File: src/rtl/div_pkg.sv
// Shared definitions for the iterative divider: state encodings, handshake
// levels, datapath widths and the conditional-negate helper.
package div_pkg;

    localparam int REGBUS       = 32;
    localparam int DOUBLEREGBUS = 64;

    typedef enum logic [1:0] {
        DIV_FREE   = 2'b00,
        DIV_BYZERO = 2'b01,
        DIV_ON     = 2'b10,
        DIV_END    = 2'b11
    } div_state_e;

    localparam logic DIVRESULTREADY    = 1'b1;
    localparam logic DIVRESULTNOTREADY = 1'b0;
    localparam logic DIVSTART          = 1'b1;
    localparam logic DIVSTOP           = 1'b0;

    // Two's-complement negate when neg is set; also serves as |x| for signed divides.
    function automatic logic [REGBUS-1:0] cond_neg(input logic [REGBUS-1:0] v, input logic neg);
        return neg ? (~v + 32'd1) : v;
    endfunction

endpackage

File: src/rtl/div_step.sv
// One radix-2 restoring iteration on the 65-bit {partial remainder, quotient} register.
module div_step
    import div_pkg::*;
(
    input  logic [64:0]       work_i,
    input  logic [REGBUS-1:0] divisor_i,
    output logic [64:0]       work_o
);

    // Shifted partial remainder (2*rem + next dividend bit) minus divisor; 34 bits
    // so divisors above 2^31 are still compared correctly.
    logic [33:0] diff;

    always_comb begin
        diff = work_i[64:31] - {2'b00, divisor_i};
        if (diff[33]) begin
            work_o = {work_i[63:0], 1'b0};
        end else begin
            work_o = {diff[32:0], work_i[30:0], 1'b1};
        end
    end

endmodule

File: src/rtl/div_iter.sv
// Iterative restoring divider for DIV/DIVU; result_o = {remainder, quotient}.
// Optional macro DIV_EARLY_OUT_EN: finish on the accepting edge when |dividend| < |divisor|.
module div_iter
    import div_pkg::*;
(
    input  logic                    clk,
    input  logic                    rst,
    input  logic                    signed_div_i,
    input  logic [REGBUS-1:0]       opdata1_i,
    input  logic [REGBUS-1:0]       opdata2_i,
    input  logic                    start_i,
    input  logic                    annul_i,
    output logic [DOUBLEREGBUS-1:0] result_o,
    output logic                    ready_o
);

    div_state_e              state_q, state_d;
    logic [5:0]              cnt_q, cnt_d;
    logic [64:0]             work_q, work_d, work_step;
    logic [REGBUS-1:0]       divisor_q, divisor_d;
    logic                    neg_quot_q, neg_quot_d;
    logic                    neg_rem_q, neg_rem_d;
    logic [DOUBLEREGBUS-1:0] result_q, result_d;
    logic                    ready_q, ready_d;
    logic [REGBUS-1:0]       op1_abs, op2_abs;

    assign op1_abs = cond_neg(opdata1_i, signed_div_i & opdata1_i[31]);
    assign op2_abs = cond_neg(opdata2_i, signed_div_i & opdata2_i[31]);

    div_step u_step (
        .work_i    (work_q),
        .divisor_i (divisor_q),
        .work_o    (work_step)
    );

    always_comb begin
        state_d    = state_q;
        cnt_d      = cnt_q;
        work_d     = work_q;
        divisor_d  = divisor_q;
        neg_quot_d = neg_quot_q;
        neg_rem_d  = neg_rem_q;
        result_d   = result_q;
        ready_d    = ready_q;
        unique case (state_q)
            DIV_FREE: begin
                cnt_d    = '0;
                result_d = '0;
                ready_d  = DIVRESULTNOTREADY;
                if (start_i == DIVSTART && !annul_i) begin
                    if (opdata2_i == '0) begin
                        state_d = DIV_BYZERO;
`ifdef DIV_EARLY_OUT_EN
                    end else if (op1_abs < op2_abs) begin
                        state_d  = DIV_END;
                        result_d = {opdata1_i, 32'd0};
                        ready_d  = DIVRESULTREADY;
`endif
                    end else begin
                        state_d    = DIV_ON;
                        work_d     = {33'd0, op1_abs};
                        divisor_d  = op2_abs;
                        neg_rem_d  = signed_div_i & opdata1_i[31];
                        neg_quot_d = signed_div_i & (opdata1_i[31] ^ opdata2_i[31]);
                    end
                end
            end
            DIV_BYZERO: begin
                state_d  = DIV_END;
                result_d = '0;
                ready_d  = DIVRESULTREADY;
            end
            DIV_ON: begin
                // A flush wins over the iteration in progress.
                if (annul_i) begin
                    state_d = DIV_FREE;
                    ready_d = DIVRESULTNOTREADY;
                end else if (cnt_q != 6'd32) begin
                    work_d = work_step;
                    cnt_d  = cnt_q + 6'd1;
                end else begin
                    result_d = {cond_neg(work_q[63:32], neg_rem_q),
                                cond_neg(work_q[31:0], neg_quot_q)};
                    ready_d  = DIVRESULTREADY;
                    state_d  = DIV_END;
                end
            end
            DIV_END: begin
                if (start_i == DIVSTOP) begin
                    state_d  = DIV_FREE;
                    result_d = '0;
                    ready_d  = DIVRESULTNOTREADY;
                end
            end
            default: state_d = DIV_FREE;
        endcase
    end

    always_ff @(posedge clk) begin
        if (rst) begin
            state_q  <= DIV_FREE;
            cnt_q    <= '0;
            result_q <= '0;
            ready_q  <= DIVRESULTNOTREADY;
        end else begin
            state_q  <= state_d;
            cnt_q    <= cnt_d;
            result_q <= result_d;
            ready_q  <= ready_d;
        end
    end

    // Datapath registers are only meaningful in DIV_ON and need no reset.
    always_ff @(posedge clk) begin
        work_q     <= work_d;
        divisor_q  <= divisor_d;
        neg_quot_q <= neg_quot_d;
        neg_rem_q  <= neg_rem_d;
    end

    assign result_o = result_q;
    assign ready_o  = ready_q;

endmodule

File: config.mk
export PLATFORM = sky130hd
export DESIGN_NAME = div_iter
export DESIGN_NICKNAME = d
export VERILOG_FILES = /design/src/rtl/div_pkg.sv /design/src/rtl/div_step.sv /design/src/rtl/div_iter.sv
export SDC_FILE = /design/constraint.sdc
export NUM_CORES = 1
export LEC_CHECK = 0
export BUFFER_PORTS_ARGS = -buffer_cell sky130_fd_sc_hd__buf_2
export CAP_MARGIN = 20
export CORE_MARGIN = 5
export CORE_UTILIZATION = 55
export DETAILED_ROUTE_END_ITERATION = 8
export GPL_ROUTABILITY_DRIVEN = 0
export PLACE_DENSITY = 0.77
export SYNTH_ARGS = -nofsm -noshare
export SYNTH_HDL_FRONTEND = slang
export SYNTH_SLANG_ARGS = --single-unit
File: constraint.sdc
create_clock -name clk -period 15.8 [get_ports clk]
set_clock_uncertainty 0.15 [all_clocks]
set_input_delay 3.16 -clock clk [delete_from_list [all_inputs] [get_ports clk]]
set_output_delay 3.16 -clock clk [all_outputs]
set_load 0.005 [all_outputs]
# Word level (Yosys, flattened, before mapping)
# Index checks and enable logic that the tools add are counted.
# totals
regBits,172
inputBits,69
output_inout_bits,65
elab_cells,73
# op_classes
n_addsub,6
eq_ne,11
muxes,27
bitwise_logic,9
n_reduce_logical,12
# op_table
operator,n
65-bit 2-to-1 mux,5
64-bit 2-to-1 mux,3
64-bit case mux with 3 select lines,1
65-bit case mux with 2 select lines,1
"32-bit by 1-bit adder with 32-bit output, second input constant",4
32-bit 2-to-1 mux,4
32-bit inverter,4
34-bit by 32-bit subtractor with 34-bit output,1
32-bit zero test,1
6-bit 2-to-1 mux,2
"2-bit != test, second input constant",6
6-bit case mux with 2 select lines,1
3-bit AND reduction,4
2-bit 2-to-1 mux,5
2-bit case mux with 4 select lines,1
"6-bit by 1-bit adder with 6-bit output, second input constant",1
"6-bit != test, second input constant",1
5-bit AND reduction,1
"2-bit == test, second input constant",2
1-bit case mux with 4 select lines,1
1-bit bitwise AND,3
1-bit 2-to-1 mux,3
"3-bit != test, second input constant",1
"2-bit by 1-bit == test with 1-bit output, second input constant",1
other kinds (8),8

# Logic depth before layout (Yosys ltp)
# Gate-level depths: netlist (run 1).
# logic_depth
depth_word,6
mapped_depth,13
depth_no_buf,12

# Modules after synthesis
# From an unflattened synthesis (run 1), not the netlist that was laid out.
# hier_totals
cells_unflattened,1218
hier_area_um2,11348.4
# modules_own_cells
module,n_inst,cells_each,area_per_inst_um2,seq_area_each_um2
div_iter,1,881,8902.3,4434.3
div_step,1,337,2446.1,0.0

# Least setup slack after synthesis (run 1)
# No wires, ideal clock.
# synth_timing
path_type,in2reg
start,input port opdata2_i[0]
end,"register work_q[0], enable pin"
setup_time_ns,0.510
arrival_ns,7.282
t_required_ns,15.140
slack_ns,7.858
path_stages,10
n_path_buf,0
cell_sequence,inv_1 > ha_1 > nand2b_1 > nor4_1 > nand2_1 > nor3_1 > and2_1 > nand3_1 > nand2b_1 > a21oi_1
# synth_between
elab_chain_len,3
# synth_lines
element,line,text
"start, declared",div_iter.sv:10,"input logic [REGBUS-1:0] opdata2_i,"
32-bit zero test,div_iter.sv:51,if (opdata2_i == '0) begin
2-bit != test (no line),--,
5-bit AND reduction (no line),--,
"end signal, assigned",div_iter.sv:115,work_q <= work_d;
"end, declared",div_iter.sv:19,"logic [64:0] work_q, work_d, work_step;"
# Every way passes these cells.
# A chain may end at the register's enable or synchronous reset.

# Worst setup path after layout (run 1)
# layout_timing
start,input port opdata2_i[3]
end,"register work_q[28], enable pin"
# Same word-level chain as after synthesis.

==> results by group, run 1 <==
Layout
  • Most frequent cells in the layout: nand2_1 (135), buf_2 (133), nor2_1 (107), edfxtp_1 (99), o21ai_0 (98)
  • Nets@finish: 1435
  • Non-Filler Instances: 1602
  • Post-route core utilization: 63.3%
  • Commonest non-fill, non-tap cell in the layout: nand2_1
  • Share of cells above drive strength 1: 14.1%
  • Area delta synth->final: 13.8%

Global routing
  • Gr usage total: 22.9%
  • Largest net degree at the start of global routing: 87
  • Initial antenna violation count: 2
  • GRT overflow: 0
  • Vias in the first global route: 8431
  • First-pass GRT wire length: 41100 um

Power and ir drop
  • Pwr Density: 202 nW/um^2
  • Worst IR Drop VDD: 0.127 mV
  • Static Leak: 4.98 nW

Clock tree
  • CTS tree: yes
  • H-tree levels: 4
  • CTS resizes: 0
  • Clock latency on the worst-skew pair: 0.43 ns
  • Root buffer cell: clkbuf_16
  • Cts hold-fix bufs: 0
  • Post-CTS Setup Repair Bufs: 0
  • Clk buf depth: 2
  • Worst-path clk slew: 0.07 ns
  • CTS Buf Count: 17
  • CTS Sinks: 172

Critical path
  • Worst-path fanout max: 37
  • Critical Path AT: 6.33 ns
  • WS Path Type: primary input to flip-flop
  • Startpoint Class: primary input
  • CP Data Required Time: 15.79 ns
  • Critical Path Sink Type: flip-flop

Yosys
  • Distinct cells, synth: 61
  • Async S/R FF share, synth: 0%
  • Main synth FF type: edfxtp_1
  • Post-synth EDFFs: 99
  • Mapped cell area: 10800 sq um
  • Syn avg cell area: 8.87 sq um
  • Syn nets: 1328
  • Synth Register Bits: 172
  • Yosys warns: 0
  • Cells after Synth: 1216
  • Post-synthesis sequential area ratio: 41.1%

Die
  • Core Footprint: 19400 sq um
  • Initial Utilization: 55.6%
  • Row count: 51
  • Die H: 150 um
  • I/O pins: 134
  • Die ar.: 22500 sq um
  • DIE WIDTH: 150 um

STA
  • Setup TNS: 0 ns
  • Final Hold Viols: 0
  • Final setup violation count: 0
  • RSZ-0062 raised after global routing: no
  • Fin. max-slew vios: 0
  • Period minus WS final: 6.34 ns
  • Fmax: 0.158 GHz
  • Least-Margin Pin Slew: 1.03 ns
  • Final period utilization: 40.1%
  • Setup ws final: 9.46 ns
  • Slew headroom: 30.8%

Place
  • Setup WS pre-CTS: 9.03 ns
  • I/O Buffers: 133
  • Hpwl dp: 19200 um
  • Placed Cells incl. Taps: 1567

Detailed routing
  • Avg WL per Cell: 16.2 um
  • Routed vias: 9192
  • Drt total wl: 25900 um
  • Via-to-Cell Ratio: 5.74
  • Detailed Route Iter0 Violations: 736
  • Residual DRC: 0
  • DR pass1 iterations: 8
  • Routed Antenna Nets: 0

Status
  • Outcome: completed

Min path
  • Hold Crit Class: flip-flop to flip-flop

Run
  • Max_cap viols: 0
[cells by family (layout without fill, tap and decap cells)]
logic type | after synthesis | count (layout) | share of synthesized area, %
AOI/OAI and AO/OA | 308 | 308 | 17.7
xor gates and xnor gates | 150 | 150 | 12.2
adders and majority gates | 43 | 43 | 5.06
buffers and inverters | 117 | 237 | 4.09
DFF | 172 | 172 | 41.1
muxes | 28 | 28 | 2.62
other | 0 | 1 | 0
and+or+nand+nor | 398 | 398 | 17.2
[per-layer routing]
layer	vias to the layer above	track usage (%)	part of all wire, %
met5	-	0	0.077
met4	2	8.28	2.3
met3	40	4.18	6.7
met2	308	38.3	47
met1	4281	29.6	44
li1	4561	-	-
[state kept, by name, indices dropped and copies added, names as in the netlist]
register    cells
result_o       64
divisor_q      32
state_q         2
neg_rem_q       1
cnt_q           6
work_q         65
neg_quot_q      1
ready_o         1
[where the power goes]
group / total [mW] / switching (mW) / internal [mW]
clock network: 0.409 / 0.181 / 0.228
registers: 0.850 / 0.163 / 0.687
logic: 1.22 / 0.720 / 0.503
[cells in the mapped netlist (28+ instances only)]
cell type  instances  area [sq um]
ha_1              42           526
nand3_1           28           140
a21oi_1           73           365
o21ai_0           98           490
dfxtp_1           73          1460
a22oi_1           36           270
nand2_1          136           510
xnor2_1           90           788
inv_1             62           233
xor2_1            60           526
nor2_1           109           409
edfxtp_1          99          2970
clkbuf_1          49           184
[final cells by class]
| class | count | area [sq um] |
|---|---|---|
| Fill cell | 1651 | 7120 |
| Multi-Input combinational cell | 927 | 5950 |
| Sequential cell | 172 | 4430 |
| Timing Repair Buffer | 142 | 753 |
| Clock buffer | 20 | 458 |
| Tap cell | 265 | 332 |
| Inverter | 63 | 236 |
| Clock inverter | 12 | 109 |
| Antenna cell | 1 | 2.50 |
[worst max-delay path, stage by stage]
cell	delay, ns
buf_2	0.13
or4_1	0.59
nor4_1	0.50
nand2_1	0.19
nor3_1	0.33
and2_1	0.29
nand3_1	0.25
nand2b_1	0.22
a21oi_4	0.25
buf_4	0.39
[per-stage QoR]
stage / total power [mW] / cell area, sq um / hold WS [ns]
final: 2.48 / 12300 / 0.298
after global routing: 2.66 / 12300 / 0.326
after CTS: 2.47 / 12200 / 0.302
after detailed placement: 2.06 / 11700 / 0.289
after global placement: 2.03 / 11700 / 0.285
after floorplan: 1.75 / 10800 / 0.294
[final timing paths]
| kind | from | endpoint | slack [ns] | cells past startpoint |
|---|---|---|---|---|
| worst max-delay path | opdata2_i[3] | work_q[28]$_DFFE_PP_ | 9.46 | 10 |
| worst min-delay path | result_o[34]$_SDFFE_PP0P_ | result_o[34]$_SDFFE_PP0P_ | 0.30 | 2 |
| worst max register to register | state_q[0]$_SDFFE_PP0P_ | work_q[28]$_DFFE_PP_ | 11.59 | 10 |
| worst min register to register | result_o[34]$_SDFFE_PP0P_ | result_o[34]$_SDFFE_PP0P_ | 0.30 | 2 |
(Power assumes the default switching activity.)
==> run 2: changes to the inputs <==
Settings changed: CORE_UTILIZATION 55 to 54, PLACE_DENSITY 0.77 to 0.79.
Clock period 15.8 ns to 5.8 ns, I/O delays scaled along.
==> results by group, run 2 (same netlist as run 1, synthesis figures left out) <==
Critical path
  • Worst reg2reg path depth: 11 (was 10)
  • Worst-path fanout max: 33 (was 37)
  • Flop2flop setup slack: 2.03 ns (was 11.59 ns)
  • Critical Path Sink Type: flip-flop (unchanged)
  • Reg-to-Reg End: work_q[49]$_SDFFCE_PN0P_ (was work_q[28]$_DFFE_PP_)
  • WS Path Type: primary input to flip-flop (unchanged)
  • Startpoint Class: primary input (unchanged)
  • Reg2reg start: work_q[45]$_SDFFCE_PN0P_ (was state_q[0]$_SDFFE_PP0P_)
  • Critical Path AT: 4.29 ns (was 6.33 ns)
  • CP Data Required Time: 5.79 ns (was 15.79 ns)

Run
  • Max_cap viols: 0 (unchanged)

Global routing
  • Largest net degree at the start of global routing: 86 (was 87)
  • Layer carrying the most global-route usage: met2 (unchanged)
  • Gr usage total: 23.3% (was 22.9%)
  • GRT overflow: 0 (unchanged)
  • Vias in the first global route: 8632 (was 8431)
  • GRT met3 Usage: 3.56% (was 4.18%)
  • Routing usage on met2: 39.0% (was 38.3%)
  • Initial antenna violation count: 0 (was 2)
  • Met1 Usage GRT: 30.6% (was 29.6%)
  • First-pass GRT wire length: 42400 um (was 41100 um)

Die
  • Die ar.: 22900 sq um (was 22500 sq um)
  • Core Footprint: 19600 sq um (was 19400 sq um)
  • Die H: 151 um (was 150 um)
  • Row count: 51 (unchanged)
  • Initial Utilization: 55.1% (was 55.6%)
  • DIE WIDTH: 151 um (was 150 um)
  • I/O pins: 134 (unchanged)

Layout
  • Fill cells: 1655 (was 1651)
  • Share of cells above drive strength 1: 14.1% (about the same)
  • Largest Register: work_q (unchanged)
  • Final Cell Area: 12300 sq um (about the same)
  • Area of the multi-input gates: 5960 sq um (was 5950 sq um)
  • Post-route core utilization: 62.7% (was 63.3%)
  • Most frequent cells in the layout: nand2_1 (135), buf_2 (133), nor2_1 (107), edfxtp_1 (99), o21ai_0 (98) (unchanged)
  • Max reg flops: 65 (unchanged)
  • Area delta synth->final: 13.9% (was 13.8%)
  • Nets@finish: 1433 (was 1435)
  • FF+latch area: 4430 sq um (unchanged)
  • Commonest non-fill, non-tap cell in the layout: nand2_1 (unchanged)

Detailed routing
  • Routed vias: 9279 (was 9192)
  • Avg WL per Cell: 16.6 um (was 16.2 um)
  • DR pass1 iterations: 6 (was 8)
  • Drt total wl: 26500 um (was 25900 um)
  • Detailed Route Iter0 Violations: 770 (was 736)
  • Routed Antenna Nets: 0 (unchanged)
  • Via-to-Cell Ratio: 5.80 (was 5.74)
  • Residual DRC: 0 (unchanged)

Place
  • Placed inst area: 11700 sq um (about the same)
  • I/O Buffers: 133 (unchanged)
  • Hpwl dp: 19400 um (was 19200 um)

STA
  • Fmax: 0.233 GHz
  • Least-Margin Pin Slew: 1.09 ns (was 1.03 ns)
  • Slew headroom: 26.9% (was 30.8%)
  • Fin. max-slew vios: 0 (unchanged)
  • RSZ-0062 raised after global routing: no (unchanged)
  • Period minus WS final: 4.30 ns
  • Final Hold Viols: 0 (unchanged)
  • Final period utilization: 74.1%
  • Final setup violation count: 0 (unchanged)
  • Setup TNS: 0 ns (unchanged)

Clock tree
  • H-tree levels: 4 (unchanged)
  • Cts hold-fix bufs: 0 (unchanged)
  • CTS resizes: 0 (unchanged)
  • CTS Buf Count: 17 (unchanged)
  • Clk buf depth: 2 (unchanged)
  • Post-CTS Setup Repair Bufs: 0 (unchanged)
  • Clock latency on the worst-skew pair: 0.44 ns (was 0.43 ns)
  • CTS tree: yes (unchanged)
  • CTS Sinks: 172 (unchanged)
  • Root buffer cell: clkbuf_16 (unchanged)
  • Worst-path clk slew: 0.06 ns (was 0.07 ns)

Min path
  • Hold path depth: 2 (unchanged)
  • HP Start: result_o[36]$_SDFFE_PP0P_ (was result_o[34]$_SDFFE_PP0P_)
  • Hold Crit Class: flip-flop to flip-flop (unchanged)
  • Hold endpoint: result_o[36]$_SDFFE_PP0P_ (was result_o[34]$_SDFFE_PP0P_)

Power and ir drop
  • Pwr Density: 555 nW/um^2 (was 202 nW/um^2)
  • Static Leak: 4.98 nW (about the same)
  • Worst IR Drop VDD: 0.259 mV (was 0.127 mV)

Status
  • Outcome: completed (unchanged)
==> run 2: cell types whose count changed in the layout (fill, tap and decap cells not counted), moves of 2 or more <==
cell / before / now
buf_4: 8 / 6
clkbuf_8: 0 / 2
clkinv_2: 2 / 0
clkinv_4: 4 / 2
==> run 2: critical path, stage by stage <==
cell and delay, ns:
buf_2 0.13, or4_1 0.60, nor4_1 0.48, nand2_1 0.18, nor3_1 0.32, and2_1 0.28
nand3_1 0.25, nand2b_1 0.21, a21oi_4 0.27, buf_4 0.38
==> run 2: through the flow <==
| step | power (mW) | setup WS [ns] | cells | hold slack (ns) |
|---|---|---|---|---|
| 2_1_floorplan | 4.75 | 1.31 | 1216 | 0.294 |
| 3_5_place_dp | 5.61 | 1.02 | 1566 | 0.292 |
| 5_1_grt | 7.31 | 1.26 | 1599 | 0.322 |
| 3_3_place_gp | 5.52 | 1.08 | 1566 | 0.287 |
| 6_report | 6.82 | 1.50 | 1600 | 0.297 |
| 4_1_cts | 6.77 | 1.50 | 1598 | 0.300 |
==> run 2: per-layer routing <==
| layer | share of wire [%] | vias to the layer above |
|---|---|---|
| met4 | 2.5 | 0 |
| met3 | 6.0 | 44 |
| met2 | 48 | 314 |
| met1 | 43 | 4363 |
| li1 | - | 4558 |
| met5 | 0 | - |
==> run 2: cell type report <==
type | count | area share (%)
clock inverters | 10 | 0.804
diodes | 1 | 0.0204
clock buffers | 22 | 3.96
repair buffers | 140 | 6.01
multi-input cells | 927 | 48.5
flip-flops and latches | 172 | 36.1
well taps | 265 | 2.70
inverters | 63 | 1.92
==> run 2: worst max-delay path by stage <==
stage,startpoint,end,slack [ns],cells after the start
final,opdata2_i[3],work_q[53]$_SDFFCE_PN0P_,1.50,10
after global routing,opdata2_i[3],work_q[52]$_SDFFCE_PN0P_,1.26,10
after CTS,opdata2_i[3],work_q[53]$_SDFFCE_PN0P_,1.50,10
after detailed placement,opdata2_i[3],work_q[46]$_SDFFCE_PN0P_,1.02,10
after global placement,opdata2_i[3],work_q[45]$_SDFFCE_PN0P_,1.08,10
after floorplan,opdata2_i[0],work_q[0]$_DFFE_PP_,1.31,10
==> run 2: report_power, final <==
part	total [mW]	internal, mW	switching [mW]
combinational	3.34	1.37	1.97
clock	1.15	0.648	0.499
sequential	2.33	1.87	0.460
